--- config.mk ---
export PLATFORM = sky130hd
export DESIGN_NAME = acc_sequencer
export DESIGN_NICKNAME = d
export VERILOG_FILES = /design/src/rtl/acc_sequencer.sv
export SDC_FILE = /design/constraint.sdc
export NUM_CORES = 1
export LEC_CHECK = 0
export ABC_AREA = 1
export CELL_PAD_IN_SITES_DETAIL_PLACEMENT = 0
export CELL_PAD_IN_SITES_GLOBAL_PLACEMENT = 1
export CORE_ASPECT_RATIO = 1.5
export CORE_MARGIN = 2
export CORE_UTILIZATION = 33
export CTS_CLUSTER_DIAMETER = 150
export DETAILED_ROUTE_END_ITERATION = 6
export GPL_TIMING_DRIVEN = 1
export PLACE_DENSITY = 0.82
export RECOVER_POWER = 100
export SETUP_SLACK_MARGIN = 0.05
export SLEW_MARGIN = 20
export SYNTH_ARGS = -nofsm -noshare
export SYNTH_HDL_FRONTEND = slang
export SYNTH_SLANG_ARGS = --single-unit
--- constraint.sdc ---
create_clock -name clk -period 2.1 [get_ports clk]
set_clock_uncertainty 0.2 [all_clocks]
set_input_delay 0.525 -clock clk [delete_from_list [all_inputs] [get_ports clk]]
set_output_delay 0.525 -clock clk [all_outputs]
set_load 0.01 [all_outputs]
--- src/rtl/acc_sequencer.sv ---
// Instruction fetch/decode sequencer for the 8-bit processor: fetches over a req/ack port,
// decodes, and emits one execute pulse per instruction on the accumulator control lines.
//
// state   | meaning
// FETCH   | request opcode byte at pc, wait for ack
// DECODE  | one idle cycle, choose operand fetch / execute / halt
// OPERAND | request jump target byte at pc, wait for ack
// EXEC    | one-cycle control pulse, jump pc update
// HALT    | stopped until reset
module acc_sequencer #(
  parameter int ADDR_W = 8
) (
  input  logic              clk,
  input  logic              rst_n,
  output logic              mem_rd,
  output logic [ADDR_W-1:0] mem_addr,
  input  logic              mem_ack,
  input  logic [7:0]        mem_data,
  input  logic              flag_c,
  output logic              jump,
  output logic              jumpC,
  output logic              sin,
  output logic              InA,
  output logic              twone,
  output logic [2:0]        alu_op,
  output logic [ADDR_W-1:0] pc,
  output logic              halted
);

  typedef enum logic [2:0] {
    S_FETCH   = 3'd0,
    S_DECODE  = 3'd1,
    S_OPERAND = 3'd2,
    S_EXEC    = 3'd3,
    S_HALT    = 3'd4
  } state_t;

  state_t            state, state_nxt;
  logic [7:0]        ir, ir_nxt;
  logic [ADDR_W-1:0] pc_q, pc_nxt;
  logic [ADDR_W-1:0] tgt, tgt_nxt;
  logic [3:0]        opcode;

  assign opcode   = ir[7:4];
  assign pc       = pc_q;
  assign mem_addr = pc_q;

  always_ff @(posedge clk) begin
    if (!rst_n) begin
      state <= S_FETCH;
      pc_q  <= '0;
      ir    <= '0;
      tgt   <= '0;
    end else begin
      state <= state_nxt;
      pc_q  <= pc_nxt;
      ir    <= ir_nxt;
      tgt   <= tgt_nxt;
    end
  end

  always_comb begin
    state_nxt = state;
    pc_nxt    = pc_q;
    ir_nxt    = ir;
    tgt_nxt   = tgt;
    mem_rd    = 1'b0;
    jump      = 1'b0;
    jumpC     = 1'b0;
    sin       = 1'b0;
    InA       = 1'b0;
    twone     = 1'b0;
    alu_op    = 3'd0;
    halted    = 1'b0;

    case (state)
      S_FETCH: begin
        mem_rd = 1'b1;
        if (mem_ack) begin
          ir_nxt    = mem_data;
          pc_nxt    = pc_q + ADDR_W'(1);
          state_nxt = S_DECODE;
        end
      end
      S_DECODE: begin
        case (opcode)
          4'h8, 4'h9: state_nxt = S_OPERAND;
          4'hF:       state_nxt = S_HALT;
          default:    state_nxt = S_EXEC;
        endcase
      end
      S_OPERAND: begin
        mem_rd = 1'b1;
        if (mem_ack) begin
          tgt_nxt   = ADDR_W'(mem_data);
          pc_nxt    = pc_q + ADDR_W'(1);
          state_nxt = S_EXEC;
        end
      end
      S_EXEC: begin
        case (opcode)
          4'h1, 4'h2, 4'h3, 4'h4: begin
            twone  = 1'b1;
            alu_op = ir[2:0];
          end
          4'h5, 4'h6: begin
            sin    = 1'b1;
            alu_op = ir[2:0];
          end
          4'h7: begin
            twone  = 1'b1;
            InA    = 1'b1;
            alu_op = ir[2:0];
          end
          4'h8: begin
            jump   = 1'b1;
            pc_nxt = tgt;
          end
          4'h9: begin
            jumpC = 1'b1;
            if (flag_c) pc_nxt = tgt;
          end
          default: ;
        endcase
        state_nxt = S_FETCH;
      end
      S_HALT: halted = 1'b1;
      default: state_nxt = S_FETCH;
    endcase

    // Keep the port quiet for the whole reset cycle, so no handshake can start under reset.
    if (!rst_n) begin
      mem_rd = 1'b0;
      jump   = 1'b0;
      jumpC  = 1'b0;
      sin    = 1'b0;
      InA    = 1'b0;
      twone  = 1'b0;
      alu_op = 3'd0;
      halted = 1'b0;
    end
  end

endmodule

==> flow_summary.ini <==
[route]
vias = 1474
drt-vias-per-instance = 4.77
post-route-drc-count = 0
first_pass_iters = 4
drt-initial-drc-count = 35
avgRoutedWirePerCell_um = 11.4
wirelength_mm = 3.54
ant_nets = 0

[cells_and_area]
area_growth_pct = 41.5
drive_above_1_share = 0.251
diodes = 0
nets = 277
fin_util = 0.481

[floorplanning]
coreArea_mm2 = 0.00421
die_area_mm2 = 0.00489
die_w_um = 57.8
rows = 29
pin_count = 38
die_h_um = 84.6
initial_core_util = 0.340

[worst_setup_path]
cp_top_family = buffers and inverters
critPathKind = reg -> out
cp_slowest_cell = dfxtp_1
cp-start-kind = register
path_max_fanout = 3
critical_path_buf_inv_count = 3
cpPeakStageDelay_ps = 380
end_kind = output port
crit_path_cell_trace = nand3_4 > nor2_4 > o211ai_1 > buf_4 > buf_6 > a31oi_1 > buf_2
worstPathArrival_ps = 1460
crit_required_ps = 1370

[sta]
slew_headroom = 0.771
finalWorstSetupSlack_ps = -87.7
setup-tns-final_ps = -248
slew_violations = 0
setup_viol = 5
max_freq_mhz = 457
whs_ps = 251
hold_viol = 0
min_period_ps = 2190
worst_slew_pin_slew_ps = 343
grt_setup_unrepaired = true
fin_crit_sh = 1.04

[min_path]
holdCritPathClass = reg -> reg

[logic_synthesis]
ys_seq_elements = 26
netlist_area_mm2 = 0.00143
synth_cell_types = 29
yosysWarnings = 0
synth_top_area_frac = 0.364
synth.area.top_cells = dfxtp_1 36%, nand2_1 10%, a21oi_1 7.3%
synth_top_area_cell = dfxtp_1
avgSynthCellArea_um2 = 6.75
syn_nets = 225
synthCells = 212
yosysSeqAreaShare = 0.364

[job]
cap_violations = 0

[placed_design]
gp_congestion = 0.795
dp_hpwl_mm = 2.68
io_buffers = 37
place_ws_ps = -796

[global_route]
grt_overflow_total = 0
antenna_found_initial = 0
grt_pass1_vias = 1389
grt_pass1_wl_mm = 6.22
grt_usage = 0.159
grt_max_degree = 19

[power]
leakagePower_nw = 0.823
vdd_drop_max_uv = 399
power_w = 0.00131
powerDensity_mw_per_mm2 = 646

[clock_network]
cts_made_buffers = 3
clk_latency_ps = 270
clock_path_buffers = 2
clock-sinks = 26
cts_tree = built
root_buffer = clkbuf_8
clkTransAtPathRegs_ps = 90
htreeDepth = 1

[outcome]
outcome = finished, violations left
violations = negative setup slack
-- logic make-up after synthesis --
group                    share of synthesized area
AND/OR/NAND/NOR                              0.317
adder cells (fa/ha/maj)                    0.00875
XOR/XNOR                                   0.00613
buffers and inverters                        0.139
AO/OA/AOI/OAI                                0.165
flip-flops                                   0.364
-- layout make-up --
class                      instances  area [um^2]
multi-input combinational        146          762
fill                             442         2190
inverter                          26         97.6
tap                               46         57.6
clock inverter                     1         30.0
timing repair buffer              61          509
clock buffer                       3         41.3
sequential                        26          526
-- cell usage after synthesis --
cell type	instances
and2_1	1
nor3_1	4
nor2_1	27
inv_1	24
nand2_1	38
buf_4	8
nor2_4	3
xnor2_1	1
o21ai_2	1
nand3_2	2
clkbuf_1	1
o22ai_1	1
clkbuf_2	1
nand4_1	2
inv_2	2
buf_6	2
ha_1	1
o21ai_0	17
buf_2	2
a21oi_1	21
a31oi_1	1
nor2_2	2
nand3_1	17
o21ai_1	2
nand2_2	2
nor4_1	1
dfxtp_1	26
o31ai_1	1
o211ai_1	1
-- what timing repair did --
| item | CTS | global route |
|---|---|---|
| setup endpoints to repair | 10 | 16 |
| pin swaps | 1 | 4 |
| hold buffers | 0 | 0 |
| resized for setup | 46 | 19 |
| buffers inserted | 5 | 2 |
-- layout by cell type, fill, tap and decap left out --
| master | instances |
|---|---|
| inv_1 | 21 |
| ha_1 | 1 |
| inv_2 | 5 |
| nor4_2 | 1 |
| nand3_4 | 1 |
| xnor2_1 | 1 |
| buf_6 | 3 |
| buf_4 | 22 |
| and2_1 | 1 |
| nand3_1 | 16 |
| nand2_1 | 37 |
| a31oi_1 | 1 |
| nand4_1 | 2 |
| dfxtp_1 | 22 |
| clkdlybuf4s50_1 | 26 |
| nand3_2 | 2 |
| nor2_1 | 23 |
| o21ai_1 | 2 |
| clkbuf_2 | 2 |
| o21ai_2 | 1 |
| o31ai_1 | 1 |
| nor2_4 | 6 |
| nand2_2 | 3 |
| buf_2 | 8 |
| dfxtp_2 | 4 |
| nor3_2 | 1 |
| nor2_2 | 3 |
| nor3_1 | 3 |
| bufinv_16 | 1 |
| o22ai_1 | 1 |
| a21oi_1 | 21 |
| o211ai_1 | 1 |
| clkbuf_8 | 3 |
| o21ai_0 | 17 |
-- power breakdown --
group | internal (W) | switching, W | leakage [nW]
Clock | 0.000255 | 0.000160 | 0.0357
Sequential | 0.000533 | 0.0000341 | 0.215
Combinational | 0.000154 | 0.000171 | 0.573
-- worst register-to-register path, cell delays in order, from the launching register on --
cell     delay [ps]
dfxtp_1         380
buf_4           140
inv_1            40
buf_4           150
a21oi_1         190
nand3_2         120
nor2_4          220
nand3_1         110
a21oi_1         130
-- per-stage QoR --
stage | cells | cell area, um^2
3_3_place_gp | 298 | 1880
2_1_floorplan | 212 | 1430
5_1_grt | 309 | 2020
4_1_cts | 307 | 1960
3_5_place_dp | 298 | 1880
6_report | 309 | 2020
-- per-layer routing --
layer	up-vias	wire, um	global-route usage	share of wire
li1	777	-	-	-
met1	669	1510	0.188	0.43
met2	24	1890	0.287	0.53
met3	4	87	0.0200	0.025
met4	0	50	0.0507	0.014
met5	-	0	0	0
-- final timing paths --
check | cells after the start | start | end | slack (ps)
max | 7 | state[1] | twone | -90
min | 2 | tgt[1] | tgt[1] | 250
max reg2reg | 8 | state[1] | mem_addr[7] | 370
min reg2reg | 2 | tgt[1] | tgt[1] | 250
-- flip-flops by register name, summed over array words and instances, names as in the netlist --
name / cells
ir: 7
mem_addr: 8
state: 3
tgt: 8
No activity file was read; power rests on OpenSTA's default activity.
